File: src/rtl/fast_frame_pkg.sv
// Shared types for the 250 MHz frame delimiter: FSM states and the emitted beat.
package fast_frame_pkg;

  localparam int BYTE_W = 8;

  typedef enum logic [1:0] {
    IDLE   = 2'd0,
    ACTIVE = 2'd1,
    DROP   = 2'd2
  } delimState_t;

  typedef struct packed {
    logic [BYTE_W-1:0] data;
    logic              sof;
    logic              eof;
    logic              err;
  } frame_beat_t;

endpackage

File: src/rtl/sat_counter.sv
// Statistics counter that sticks at all-ones instead of wrapping.
module sat_counter #(
  parameter int WIDTH = 16
) (
  input  logic             i_clk,
  input  logic             i_rst_n,
  input  logic             i_inc,
  input  logic             i_clear,
  output logic [WIDTH-1:0] o_cnt
);

  logic [WIDTH-1:0] r_cnt;

  always_ff @(posedge i_clk or negedge i_rst_n) begin
    if (!i_rst_n) begin
      r_cnt <= '0;
    end else if (i_clear) begin
      r_cnt <= '0;
    end else if (i_inc && (r_cnt != '1)) begin
      r_cnt <= r_cnt + WIDTH'(1);
    end
  end

  assign o_cnt = r_cnt;

endmodule

File: src/rtl/fast_frame_delimiter.sv
// Delimits an unmarked byte stream into frames by idle gaps, holding one byte so
// the last byte of a frame can carry EOF; enforces MAX_LEN and keeps statistics.
module fast_frame_delimiter
  import fast_frame_pkg::*;
#(
  parameter int GAP_CYCLES = 8,
  parameter int MAX_LEN    = 1522,
  parameter int CNT_WIDTH  = 16
) (
  input  logic                 clkIn,
  input  logic                 rstNIn,
  input  logic                 enIn,
  input  logic [BYTE_W-1:0]    dataIn,
  input  logic                 dataValidIn,
  output logic [BYTE_W-1:0]    dataOut,
  output logic                 dataValidOut,
  output logic                 sofOut,
  output logic                 eofOut,
  output logic                 errOut,
  output logic                 busyOut,
  output logic [CNT_WIDTH-1:0] frameCntOut,
  output logic [CNT_WIDTH-1:0] truncCntOut,
  output logic [CNT_WIDTH-1:0] dropCntOut
);

  localparam int               GAP_W    = $clog2(GAP_CYCLES);
  localparam logic [GAP_W-1:0] GAP_LAST = GAP_W'(GAP_CYCLES - 1);
  localparam logic [15:0]      MAX_LEN_C = 16'(MAX_LEN);

  delimState_t       r_state,     w_state_nxt;
  logic [BYTE_W-1:0] r_hold,      w_hold_nxt;
  logic              r_sof_pend,  w_sof_pend_nxt;
  logic [15:0]       r_byte_cnt,  w_byte_cnt_nxt;
  logic [GAP_W-1:0]  r_gap_cnt,   w_gap_cnt_nxt;
  frame_beat_t       r_beat,      w_beat_nxt;
  logic              r_beat_vld,  w_beat_vld_nxt;
  logic              r_busy;
  logic              w_inc_frame, w_inc_trunc, w_inc_drop;

  always_ff @(posedge clkIn or negedge rstNIn) begin
    if (!rstNIn) begin
      r_state    <= IDLE;
      r_hold     <= '0;
      r_sof_pend <= 1'b0;
      r_byte_cnt <= '0;
      r_gap_cnt  <= '0;
      r_beat     <= '0;
      r_beat_vld <= 1'b0;
      r_busy     <= 1'b0;
    end else begin
      r_state    <= w_state_nxt;
      r_hold     <= w_hold_nxt;
      r_sof_pend <= w_sof_pend_nxt;
      r_byte_cnt <= w_byte_cnt_nxt;
      r_gap_cnt  <= w_gap_cnt_nxt;
      r_beat     <= w_beat_nxt;
      r_beat_vld <= w_beat_vld_nxt;
      r_busy     <= (w_state_nxt != IDLE);
    end
  end

  always_comb begin
    w_state_nxt    = r_state;
    w_hold_nxt     = r_hold;
    w_sof_pend_nxt = r_sof_pend;
    w_byte_cnt_nxt = r_byte_cnt;
    w_gap_cnt_nxt  = r_gap_cnt;
    w_beat_nxt     = '0;
    w_beat_vld_nxt = 1'b0;
    w_inc_frame    = 1'b0;
    w_inc_trunc    = 1'b0;
    w_inc_drop     = 1'b0;

    case (r_state)
      IDLE: begin
        if (dataValidIn) begin
          w_gap_cnt_nxt = '0;
          if (enIn) begin
            w_hold_nxt     = dataIn;
            w_sof_pend_nxt = 1'b1;
            w_byte_cnt_nxt = 16'd1;
            w_state_nxt    = ACTIVE;
          end else begin
            w_inc_drop  = 1'b1;
            w_state_nxt = DROP;
          end
        end
      end

      ACTIVE: begin
        // A byte arriving on the cycle the gap would expire keeps the frame open.
        if (dataValidIn) begin
          w_gap_cnt_nxt  = '0;
          w_beat_vld_nxt = 1'b1;
          w_beat_nxt     = '{data: r_hold, sof: r_sof_pend, eof: 1'b0, err: 1'b0};
          if (r_byte_cnt < MAX_LEN_C) begin
            w_hold_nxt     = dataIn;
            w_sof_pend_nxt = 1'b0;
            w_byte_cnt_nxt = r_byte_cnt + 16'd1;
          end else begin
            w_beat_nxt.eof = 1'b1;
            w_beat_nxt.err = 1'b1;
            w_inc_trunc    = 1'b1;
            w_state_nxt    = DROP;
          end
        end else if (r_gap_cnt == GAP_LAST) begin
          w_gap_cnt_nxt  = '0;
          w_beat_vld_nxt = 1'b1;
          w_beat_nxt     = '{data: r_hold, sof: r_sof_pend, eof: 1'b1, err: 1'b0};
          w_inc_frame    = 1'b1;
          w_state_nxt    = IDLE;
        end else begin
          w_gap_cnt_nxt = r_gap_cnt + GAP_W'(1);
        end
      end

      DROP: begin
        if (dataValidIn) begin
          w_gap_cnt_nxt = '0;
        end else if (r_gap_cnt == GAP_LAST) begin
          w_gap_cnt_nxt = '0;
          w_state_nxt   = IDLE;
        end else begin
          w_gap_cnt_nxt = r_gap_cnt + GAP_W'(1);
        end
      end

      default: begin
        w_state_nxt = IDLE;
      end
    endcase
  end

  sat_counter #(.WIDTH(CNT_WIDTH)) u_frame_cnt (
    .i_clk   (clkIn),
    .i_rst_n (rstNIn),
    .i_inc   (w_inc_frame),
    .i_clear (1'b0),
    .o_cnt   (frameCntOut)
  );

  sat_counter #(.WIDTH(CNT_WIDTH)) u_trunc_cnt (
    .i_clk   (clkIn),
    .i_rst_n (rstNIn),
    .i_inc   (w_inc_trunc),
    .i_clear (1'b0),
    .o_cnt   (truncCntOut)
  );

  sat_counter #(.WIDTH(CNT_WIDTH)) u_drop_cnt (
    .i_clk   (clkIn),
    .i_rst_n (rstNIn),
    .i_inc   (w_inc_drop),
    .i_clear (1'b0),
    .o_cnt   (dropCntOut)
  );

  assign dataOut      = r_beat.data;
  assign sofOut       = r_beat.sof;
  assign eofOut       = r_beat.eof;
  assign errOut       = r_beat.err;
  assign dataValidOut = r_beat_vld;
  assign busyOut      = r_busy;

endmodule

File: config.mk
export PLATFORM = sky130hd
export DESIGN_NAME = fast_frame_delimiter
export DESIGN_NICKNAME = d
export VERILOG_FILES = /design/src/rtl/fast_frame_pkg.sv /design/src/rtl/sat_counter.sv /design/src/rtl/fast_frame_delimiter.sv
export SDC_FILE = /design/constraint.sdc
export NUM_CORES = 1
export LEC_CHECK = 0
export ABC_CLOCK_PERIOD_IN_PS = 2300
export CAP_MARGIN = 20
export CORE_MARGIN = 1
export CORE_UTILIZATION = 57
export DETAILED_ROUTE_END_ITERATION = 16
export DONT_BUFFER_PORTS = 1
export PLACE_DENSITY = 0.8
export SLEW_MARGIN = 30
export SYNTH_ARGS = -nofsm -noshare
export SYNTH_HDL_FRONTEND = slang
export SYNTH_SLANG_ARGS = --single-unit
File: constraint.sdc
create_clock -name clkIn -period 2.3 [get_ports clkIn]
set_clock_uncertainty 0.1 [all_clocks]
set_input_delay 0.23 -clock clkIn [delete_from_list [all_inputs] [get_ports clkIn]]
set_output_delay 0.23 -clock clkIn [all_outputs]
set_load 0.02 [all_outputs]
==> results of run 1 <==
[worst max-delay path by stage]
stage	end	cells after the start	startpoint
floorplan	r_byte_cnt[7]$_DFFE_PN0P_	9	r_state[0]$_DFF_PN0_
global placement	u_drop_cnt.o_cnt[15]$_DFFE_PN0P_	8	r_state[0]$_DFF_PN0_
detailed placement	u_drop_cnt.o_cnt[15]$_DFFE_PN0P_	8	r_state[1]$_DFF_PN0_
CTS	u_drop_cnt.o_cnt[15]$_DFFE_PN0P_	8	r_state[0]$_DFF_PN0_
global route	u_drop_cnt.o_cnt[15]$_DFFE_PN0P_	8	r_state[0]$_DFF_PN0_
finish	r_byte_cnt[7]$_DFFE_PN0P_	6	r_byte_cnt[2]$_DFFE_PN0P_
[sequential cells by signal (all words and copies together), names as in the netlist, 2 cells and up]
| signal | count |
|---|---|
| u_frame_cnt.o_cnt | 16 |
| u_trunc_cnt.o_cnt | 16 |
| r_gap_cnt | 3 |
| u_drop_cnt.o_cnt | 16 |
| r_hold | 8 |
| r_state | 2 |
| r_byte_cnt | 16 |
| dataOut | 8 |
[repair_timing]
action                     CTS  global route
buffers inserted             0             0
hold endpoints to repair   103            91
setup endpoints to repair    0             2
resized for setup            0             5
[power by group through the flow]
stage	clock network (mW)	registers [mW]	logic, mW
after floorplan	0	2.05	0.507
after global placement	0	1.99	0.768
after detailed placement	0	2.00	0.798
after CTS	1.17	1.97	0.813
after global routing	1.25	2.00	0.911
final	1.15	1.98	0.820
[placed cells by master (no fill, tap or decap), drive strengths merged, types with 3 or more instances in the layout]
cell | Yosys | routed
or3 | 9 | 9
nor4 | 12 | 12
nand2b | 4 | 4
a31oi | 4 | 4
xnor2 | 22 | 22
o21ai | 13 | 13
nor3 | 10 | 10
nand2 | 33 | 33
and3 | 7 | 7
inv | 7 | 11
a21oi | 11 | 11
nand4 | 11 | 11
nand3 | 28 | 28
and2 | 14 | 14
ha | 10 | 10
o31ai | 3 | 3
nor2 | 13 | 13
or4 | 4 | 4
clkbuf | 6 | 9
dfrtp | 91 | 91
mux2 | 12 | 12
dlygate4sd3 | 0 | 9
buf | 4 | 32
xor2 | 22 | 22
[kinds of logic (layout without fill, tap and decap cells)]
family / Yosys count / count (layout) / share of synthesized area (%)
AND/OR/NAND/NOR: 156 / 156 / 20.59
XOR/XNOR: 44 / 44 / 9.311
flip-flops: 91 / 91 / 55.02
AO/OA/AOI/OAI: 44 / 44 / 6.681
multiplexers: 13 / 13 / 3.507
adder cells (fa/ha/maj): 10 / 10 / 3.023
buffers and inverters: 17 / 64 / 1.874
[worst register-to-register path: stages (launching register included)]
cell	delay, ns
dfrtp_1	0.42
or3_1	0.38
and3_4	0.17
o21a_1	0.28
buf_4	0.20
or4_1	0.46
nand2_1	0.08
[final cells by class]
type / count / share of cell area, %
Inverter: 7 / 0.5513
Tap cell: 96 / 2.520
Clock buffer: 9 / 2.599
Sequential cell: 91 / 47.78
Timing Repair Buffer: 41 / 6.931
Clock inverter: 7 / 1.943
Multi-Input combinational cell: 267 / 37.67
[metrics by stage]
stage / hold WS [ns] / utilization [%] / setup WS, ns / instance area (µm²)
final: -0.5494 / 69.00 / 0.1517 / 4766
after global routing: -0.5728 / 69.00 / 0.02971 / 4766
after CTS: -0.5567 / 68.84 / 0.03931 / 4755
after detailed placement: -0.1638 / 64.40 / 0.04426 / 4448
after global placement: -0.1637 / 64.40 / 0.1800 / 4448
after floorplan: -0.1656 / - / 0.07608 / 4139
[metal layers]
layer  part of all wire (%)  up-vias
met4                    1.8        0
met1                     43     1492
met5                      0        -
li1                       -     1417
met3                    5.4       12
met2                     50       81
==> impl_results.md, run 1 <==
- Drt wl/cell: 15.59 µm
- Distinct cell type count after synthesis: 48
- Hold slack: -0.5494 ns
- Global-route wire length before repair: around 14,000 µm
- Worst reg-to-reg setup slack: between 0.15 and 0.2 ns
- FF-to-FF path depth: 6
- Static Leak: ~2.3 nW
- Total of max-cap violations: 0
- DRC viols: 0
- Total detailed-routing wirelength: about 8100 µm
- Max_slew headroom: roughly 56%
- Total GRT Usage: 22.95%
- Site Rows: 30
- Pwr dens: 829.1 nW/µm²
- Routability cong.: around 0.75
- HP Class: input port to asynchronous set/reset pin
- Synthesized area: about 4100 µm²
- Gr ovfl total: 0
- Synth top area cells: dfrtp_1 (55%), xnor2_1 (4.7%), xor2_1 (4.7%), nand3_1 (3.4%), mux2_2 (3.3%)
- Filler Cells Inserted: about 500
- Starting density of the core: between 50% and 60%
- Cell family with most CP delay: simple AND/OR/NAND/NOR gates
- Non-Filler Instances: approximately 520
- Setup TNS: 0 ns
- Vias in the first global route: between 3,000 and 4,000
- Status: finished, violations left
- Avg Vias per Cell: ~5.8
- Met1 Track Usage GR: about 29%
- Worst-Skew Late Latency: 0.36 ns
- Nets: 439
- Final Setup Violations: 0
- Maximum root-to-sink buffer count: 2
- Crit path buf inv count: 1
- Post-synth top area share: about 55%
- Worst Max-Slew Pin Slew: between 0.6 and 0.7 ns
- Initial antenna violation count: 0
- Crit path DAT: 2.35 ns
- Die Y-Extent: between 80 and 90 µm
- Synth Net Count: just under 400
- FF+latch count, synth: between 90 and 100
- Nature of the critical path endpoint: register
- Core Area: slightly below 7000 µm²
- Final Hold Viols: between 90 and 100
- Inserted Diodes: 0
- Peak supply drop: 0.5854 mV
- Setup CP Type: register to register
- Hold buffers post-CTS: 9
- Seq/Total Area, Yosys: between 50% and 60%
- Int Pwr: ~2.7 mW
- Layout cell share with drive strength beyond 1: 16.59%
- # H-tree levels: 3
- Register Area: approximately 2300 µm²
- Worst r2r dst: r_byte_cnt[7]$_DFFE_PN0P_
- Ys flop type: dfrtp_1
- Max-slew violation count: 0
- Grt met3 use: 5.687%
- Reg2reg start: r_byte_cnt[2]$_DFFE_PN0P_
- CTS tree: yes
- Slowest stage delay, CP: 0.46 ns
- Sw Pwr: roughly 1.2 mW
- Most common library cells after synthesis: dfrtp_1 (91), nand2_1 (33), nand3_1 (28), xnor2_1 (22), xor2_1 (22)
- Sequential share of power: between 50% and 60%
- CTS Buf Count: 9
- DRT Pass-1 Iters: 4
- Post-synthesis async set-or-reset flop share: 100.0%
- Via count: 3,002
- Crit path cell chain: or3_1 -> and3_4 -> o21a_1 -> buf_4 -> or4_1 -> nand2_1
- Fin crit period: about 2.1 ns
- Failing checks: negative hold slack
- CP required: approximately 2.5 ns
- Met2 usage: around 38%
- Max Clk Rate: around 0.47 GHz
- Logic gate share of total power: 20.8%
- Die area: around 7600 µm²
- Unrepaired setup endpoints after global routing: false
- Synth area leader: dfrtp_1
- Count of flip-flops with a built-in enable after synthesis: 0
- Largest net degree at the start of global routing: between 90 and 100
- Switch share: between 30 and 40%
- Clock transition at path regs: around 0.10 ns
- CP max FO: 9
- Fin crit share: just over 90%
- Count leader, synth: dfrtp_1
- Antenna viol nets, final: 0
- Final HPWL DP: 5550 µm
- Total power: between 3 and 4 mW
- Syn_area_per_cell: around 11 µm²
- Clk Tree Root Cell: clkbuf_8
- Clock power frac: 29.2%
- # clock sinks: between 90 and 100
- Type of origin of the critical path: register
- Synth warn: 0
- Slowest CP cell: or4_1
- GR peak layer: met2
- Footprint of the multi-input gates: approximately 1800 µm²
- Placed Instances: about 490
- Starting DRT DRC Count: between 150 and 200
- IO Count: between 70 and 80
- # port buffers: 0
- Die Wd: 87.22 µm
- Area growth syn-to-layout: 15.15%
- Syn Inst Count: approximately 380
Note: power is estimated with default switching activity, not from simulation.
==> inputs of run 2 (changes only) <==
--- a/config.mk
+++ b/config.mk
@@ -11,6 +11,7 @@
 export CORE_UTILIZATION = 57
 export DETAILED_ROUTE_END_ITERATION = 16
 export DONT_BUFFER_PORTS = 1
+export MAX_ROUTING_LAYER = met4
 export PLACE_DENSITY = 0.8
 export SLEW_MARGIN = 30
 export SYNTH_ARGS = -nofsm -noshare
==> run 2 against run 1 <==
  * The run still ends with negative hold slack left
  * Non-clock buffer count is the same
  * Global-route usage rose by 0.76 points
  * Setup slack better by 0.0024 ns
  * Routed wire length about the same
  * First-iteration DRC count rose by 0.61%
  * Die area did not move
  * Maximum frequency increased by 0.11%
  * Combinational power about the same
  * Via count decreased by 0.40%
==> impl_results.md, run 2 (synthesis results as in run 1) <==
- # clock sinks: 91 (unchanged)
- Avg Vias per Cell: 5.772 (-0.40%)
- Area of placed instances: 4448 µm² (unchanged)
- Total of max-cap violations: 0 (unchanged)
- Drt wl/cell: 15.60 µm (about the same)
- Sw Pwr: 1.234 mW (+0.18%)
- Die Y-Extent: 87.22 µm (unchanged)
- DRT Pass-1 Iters: 6 (+2)
- Clock transition at path regs: 0.10 ns (about the same)
- Crit path DAT: 2.34 ns (about the same)
- Worst r2r dst: r_byte_cnt[7]$_DFFE_PN0P_
- Clock power frac: 29.2% (about the same)
- Crit path cell chain: or3_1 -> and3_4 -> o21a_1 -> buf_4 -> or4_1 -> nand2_1
- HP Class: input port to asynchronous set/reset pin
- Max-slew violation count: 0 (unchanged)
- Worst reg-to-reg setup slack: 0.15 ns (about the same)
- CTS Buf Count: 9 (unchanged)
- Final HPWL DP: 5550 µm (unchanged)
- Die Wd: 87.22 µm (unchanged)
- Pwr dens: 829.6 nW/µm² (about the same)
- Initial antenna violation count: 0 (unchanged)
- Crit path buf inv count: 1 (unchanged)
- Reg2reg start: r_byte_cnt[2]$_DFFE_PN0P_
- Hold buffers post-CTS: 9 (unchanged)
- Switch share: 31.22% (+0.038 points)
- # H-tree levels: 3 (unchanged)
- Vias in the first global route: 3,014 (-0.17%)
- Nets: 439 (unchanged)
- Clk Tree Root Cell: clkbuf_8
- Worst Max-Slew Pin Slew: 0.6567 ns (-0.0001505 ns)
- Met1 Track Usage GR: 29.20% (+0.063 points)
- CP max FO: 9 (unchanged)
- Via count: 2,990 (-0.40%)
- Starting density of the core: 59.93% (unchanged)
- Placed Instances: 493 (unchanged)
- Routability cong.: 0.7618 (+1.3%)
- Inserted Diodes: 0 (unchanged)
- Unrepaired setup endpoints after global routing: false
- Cell family with most CP delay: simple AND/OR/NAND/NOR gates
- Antenna viol nets, final: 0 (unchanged)
- Post CTS Setup Buffer Count: 0 (unchanged)
- Worst-Skew Late Latency: 0.36 ns (about the same)
- Gr ovfl total: 0 (unchanged)
- Maximum root-to-sink buffer count: 2 (unchanged)
- Site Rows: 30 (unchanged)
- Starting DRT DRC Count: 166 (+0.61%)
- Global-route wire length before repair: 13,620 µm (about the same)
- Status: finished, violations left
- Sequential share of power: 50.0% (about the same)
- Fin crit share: 93.30% (-0.11 points)
- Slowest CP cell: or4_1
- CP required: 2.50 ns (about the same)
- Most common cell after layout, fill and taps aside: dfrtp_1
- Met2 usage: 37.72% (+0.072 points)
- Final Hold Viols: 91 (unchanged)
- Peak supply drop: 0.5880 mV (+0.44%)
- Fin util: 69.00% (unchanged)
- Hold slack: -0.5469 ns (+0.002485 ns)
- Final Instance Area: 4766 µm² (unchanged)
- DRC viols: 0 (unchanged)
- # port buffers: 0 (unchanged)
- Final Setup Violations: 0 (unchanged)
- IO Count: 73 (unchanged)
- Max_slew headroom: 56.01% (about the same)
- Non-Filler Instances: 518 (unchanged)
- Failing checks: negative hold slack
- Nature of the critical path endpoint: register
- FF-to-FF path depth: 6 (unchanged)
- Static Leak: 2.255 nW (unchanged)
- Layout cell share with drive strength beyond 1: 16.59% (unchanged)
- Grt met3 use: 6.919% (+1.2 points)
- Max Clk Rate: 0.4660 GHz (+0.11%)
- Total detailed-routing wirelength: 8079 µm (about the same)
- CTS tree: yes
- Total GRT Usage: 23.71% (+0.76 points)
- Largest net degree at the start of global routing: 92 (unchanged)
- GR peak layer: met2
- Most frequent cells in the layout: dfrtp_1 (91), nand2_1 (33), buf_4 (32), nand3_1 (28)
- Die area: 7606 µm² (unchanged)
- Logic gate share of total power: 20.8% (about the same)
- Fin crit period: 2.146 ns (-0.002437 ns)
- Setup TNS: 0 ns (unchanged)
- Slowest stage delay, CP: 0.46 ns (about the same)
- Setup CP Type: register to register
- Area growth syn-to-layout: 15.15% (unchanged)
- Type of origin of the critical path: register
- Core Area: 6907 µm² (unchanged)
- Int Pwr: 2.720 mW (about the same)
run 2: final cells by class:
type	instances	area (µm²)
sequential	91	2277
timing repair buffer	41	330.3
clock inverter	7	92.59
inverter	7	26.28
multi-input combinational	267	1795
tap	96	120.1
clock buffer	9	123.9
fill	509	2141
run 2: layer usage:
metal | vias up | wire length, µm | part of all wire (%)
li1 | 1413 | - | -
met1 | 1484 | 3499 | 43
met2 | 87 | 4022 | 50
met3 | 6 | 473 | 5.9
met4 | 0 | 83 | 1.0
met5 | - | 0 | 0
run 2: worst max-delay path by stage:
stage	startpoint	to	slack, ns	depth (start not counted)
3_5_place_dp	r_state[1]$_DFF_PN0_	u_drop_cnt.o_cnt[15]$_DFFE_PN0P_	0.04	8
4_1_cts	r_state[0]$_DFF_PN0_	u_drop_cnt.o_cnt[15]$_DFFE_PN0P_	0.04	8
2_1_floorplan	r_state[0]$_DFF_PN0_	r_byte_cnt[7]$_DFFE_PN0P_	0.08	9
5_1_grt	r_state[0]$_DFF_PN0_	u_drop_cnt.o_cnt[15]$_DFFE_PN0P_	0.03	8
6_report	r_byte_cnt[2]$_DFFE_PN0P_	r_byte_cnt[7]$_DFFE_PN0P_	0.15	6
3_3_place_gp	r_state[0]$_DFF_PN0_	u_drop_cnt.o_cnt[15]$_DFFE_PN0P_	0.18	8
run 2: through the flow:
stage	power [mW]	hold WS [ns]	setup WS [ns]
5_1_grt	4.173	-0.5794	0.02976
2_1_floorplan	2.558	-0.1656	0.07608
3_5_place_dp	2.801	-0.1638	0.04426
6_report	3.954	-0.5469	0.1541
4_1_cts	3.953	-0.5567	0.03931
3_3_place_gp	2.761	-0.1637	0.1800
run 2: repair_timing:
item	in CTS	in global routing
endpoints found under the hold margin	103	91
resized for setup	0	5
setup endpoints to repair	0	2
run 2: power groups by stage:
stage | Combinational, mW | Sequential (mW) | Clock (mW)
floorplan | 0.507 | 2.05 | 0
global placement | 0.768 | 1.99 | 0
detailed placement | 0.798 | 2.00 | 0
CTS | 0.813 | 1.97 | 1.17
global route | 0.911 | 2.00 | 1.26
finish | 0.822 | 1.98 | 1.15
==> inputs of run 3 (changes only) <==
--- a/config.mk
+++ b/config.mk
@@ -8,11 +8,11 @@
 export ABC_CLOCK_PERIOD_IN_PS = 2300
 export CAP_MARGIN = 20
 export CORE_MARGIN = 1
-export CORE_UTILIZATION = 57
+export CORE_UTILIZATION = 50
 export DETAILED_ROUTE_END_ITERATION = 16
 export DONT_BUFFER_PORTS = 1
 export MAX_ROUTING_LAYER = met4
-export PLACE_DENSITY = 0.8
+export PLACE_DENSITY = 0.73
 export SLEW_MARGIN = 30
 export SYNTH_ARGS = -nofsm -noshare
 export SYNTH_HDL_FRONTEND = slang
==> run 3 against run 2 <==
  * Cell area up 0.63%
  * Sequential power about the same
  * Sequential share of layout area down 0.30 points
  * The flow still finishes with violations (negative hold slack)
  * Count of clock-buffer cells in the layout up 1
  * Largest cell class unchanged
  * Hold slack better by 0.0048 ns
  * Largest power group unchanged
==> impl_results.md, run 3 (synthesis results as in run 1) <==
- Status: finished, violations left
- Failing checks: negative hold slack
- Peak supply drop: 0.5169 mV (-12%)
- Hold slack: -0.5421 ns (+0.004753 ns)
- IO Count: 73 (unchanged)
- Total of max-cap violations: 0 (unchanged)
- CTS tree: yes
- Antenna viol nets, final: 0 (unchanged)
- Layout cell share with drive strength beyond 1: 16.94% (+0.35 points)
- Initial antenna violation count: 0 (unchanged)
- Register Area: 2277 µm² (unchanged)
- CTS Buf Count: 9 (unchanged)
- Setup CP Type: register to register
- Global-route wire length before repair: 13,830 µm (+1.6%)
- Routability cong.: 0.8520 (+12%)
- DRT Pass-1 Iters: 4 (-2)
- Filler Cells Inserted: 659 (+29%)
- Die area: 8646 µm² (+14%)
- Via count: 2,967 (-0.77%)
- Non-Filler Instances: 527 (+1.7%)
- HP Class: input port to asynchronous set/reset pin
- Pre-CTS setup slack: 0.02669 ns (-0.01757 ns)
- CP required: 2.46 ns (-0.04 ns)
- Worst-Skew Late Latency: 0.36 ns (about the same)
- Inserted Diodes: 0 (unchanged)
- Crit path DAT: 2.35 ns (about the same)
- Final HPWL DP: 5690 µm (+2.5%)
- Nature of the critical path endpoint: register
- Fin crit period: 2.193 ns (+0.04670 ns)
- Clk Tree Root Cell: clkbuf_8
- Type of origin of the critical path: register
- Total detailed-routing wirelength: 8184 µm (+1.3%)
- Area of placed instances: 4478 µm² (+0.67%)
- Die Y-Extent: 92.99 µm (+6.6%)
- Total GRT Usage: 20.85% (-2.9 points)
- Max-slew violation count: 0 (unchanged)
- Crit path cell chain: ha_1 -> ha_1 -> nor2b_1 -> nor3_1 -> a32o_1 -> a31o_2 -> or2_2
- Most common cell after layout, fill and taps aside: dfrtp_1
- Most frequent cells in the layout: dfrtp_1 (91), buf_4 (35), nand2_1 (33), nand3_1 (28)
- Clock transition at path regs: 0.10 ns (about the same)
- Maximum root-to-sink buffer count: 2 (unchanged)
- Worst reg-to-reg setup slack: 0.11 ns (-0.05 ns)
- Fin worst setup slack: 0.1074 ns (-0.04670 ns)
- Avg Vias per Cell: 5.630 (-2.5%)
- # port buffers: 0 (unchanged)
- Fin crit share: 95.33% (+2.0 points)
- Placed Instances: 502 (+1.8%)
- CP max FO: 6 (-3)
- Max Clk Rate: 0.4561 GHz (-2.1%)
- # H-tree levels: 3 (unchanged)
- Reg2reg start: r_gap_cnt[0]$_DFFE_PN0P_
- Area growth syn-to-layout: 15.87%
- Starting DRT DRC Count: 67 (-60%)
- Max_slew headroom: 58.05% (+2.0 points)
- Final Instance Area: 4796 µm² (+0.63%)
- Drt wl/cell: 15.53 µm (-0.43%)
- Largest net degree at the start of global routing: 92 (unchanged)
- # clock sinks: 91 (unchanged)
- FF-to-FF path depth: 7 (+1)
- Die Wd: 92.99 µm (+6.6%)
- Worst Max-Slew Pin Slew: 0.6263 ns (-0.03044 ns)
- Nets: 442 (+0.68%)
- Final Setup Violations: 0 (unchanged)
- Gr ovfl total: 0 (unchanged)
- Setup TNS: 0 ns (unchanged)
- Vias in the first global route: 3,060 (+1.5%)
- Hold buffers post-CTS: 9 (unchanged)
- Footprint of the multi-input gates: 1810 µm² (+0.84%)
- Static Leak: 2.256 nW (about the same)
- DRC viols: 0 (unchanged)
- Starting density of the core: 52.74% (-7.2 points)
- Pwr dens: 820.7 nW/µm² (-1.1%)
- Unrepaired setup endpoints after global routing: false
- Slowest CP cell: dfrtp_1
- Slowest stage delay, CP: 0.42 ns (-0.04 ns)
- Site Rows: 32 (+6.7%)
- Worst r2r dst: busyOut$_DFF_PN0_
- Final Hold Viols: 91 (unchanged)
- Cell mode on critical path: ha_1
- Core Area: 7848 µm² (+14%)
[run 3: repair_timing]
item / CTS / global route
buffers inserted: 0 / 0
endpoints found under the hold margin: 104 / 91
gates resized for setup: 0 / 6
setup endpoints to repair: 0 / 21
[run 3: worst max-delay path by stage]
stage,from,cells after the start,to
2_1_floorplan,r_state[0]$_DFF_PN0_,9,r_byte_cnt[7]$_DFFE_PN0P_
4_1_cts,r_state[0]$_DFF_PN0_,8,u_drop_cnt.o_cnt[15]$_DFFE_PN0P_
3_5_place_dp,r_state[0]$_DFF_PN0_,8,u_drop_cnt.o_cnt[15]$_DFFE_PN0P_
5_1_grt,r_state[1]$_DFF_PN0_,8,u_drop_cnt.o_cnt[15]$_DFFE_PN0P_
6_report,r_gap_cnt[0]$_DFFE_PN0P_,7,busyOut$_DFF_PN0_
3_3_place_gp,r_state[0]$_DFF_PN0_,8,u_drop_cnt.o_cnt[15]$_DFFE_PN0P_
[run 3: cell type report]
class / instances / share of cell area [%]
sequential: 91 / 47.48
inverter: 7 / 0.5479
timing repair buffer: 44 / 7.357
multi-input combinational: 267 / 37.75
tap: 102 / 2.661
clock buffer: 10 / 2.661
clock inverter: 6 / 1.539
[run 3: power breakdown]
| part | internal, mW | switching (mW) | leakage (nW) |
|---|---|---|---|
| clock | 0.516 | 0.596 | 0.0950 |
| sequential | 1.80 | 0.174 | 1.23 |
| combinational | 0.399 | 0.447 | 0.929 |
| total | 2.72 | 1.22 | 2.26 |
[run 3: per-layer routing]
layer,routed length (µm),global-route usage (%)
met5,0,-
met2,3946,34.13
met1,3729,25.30
met4,112,6.154
met3,396,5.854
[run 3: worst max-delay path, delay by kind of cell, from the launching register on]
kind / cells / cell delay [ns]
AO/OA/AOI/OAI: 2 / 0.45
flip-flops: 1 / 0.42
AND/OR/NAND/NOR: 3 / 0.68
adder cells (fa/ha/maj): 2 / 0.45
[run 3: metrics by stage]
step	utilization [%]	power, mW
finish	61.11	3.936
global route	61.11	4.120
CTS	60.78	3.933
detailed placement	57.06	2.812
global placement	57.06	2.765
floorplan	-	2.558
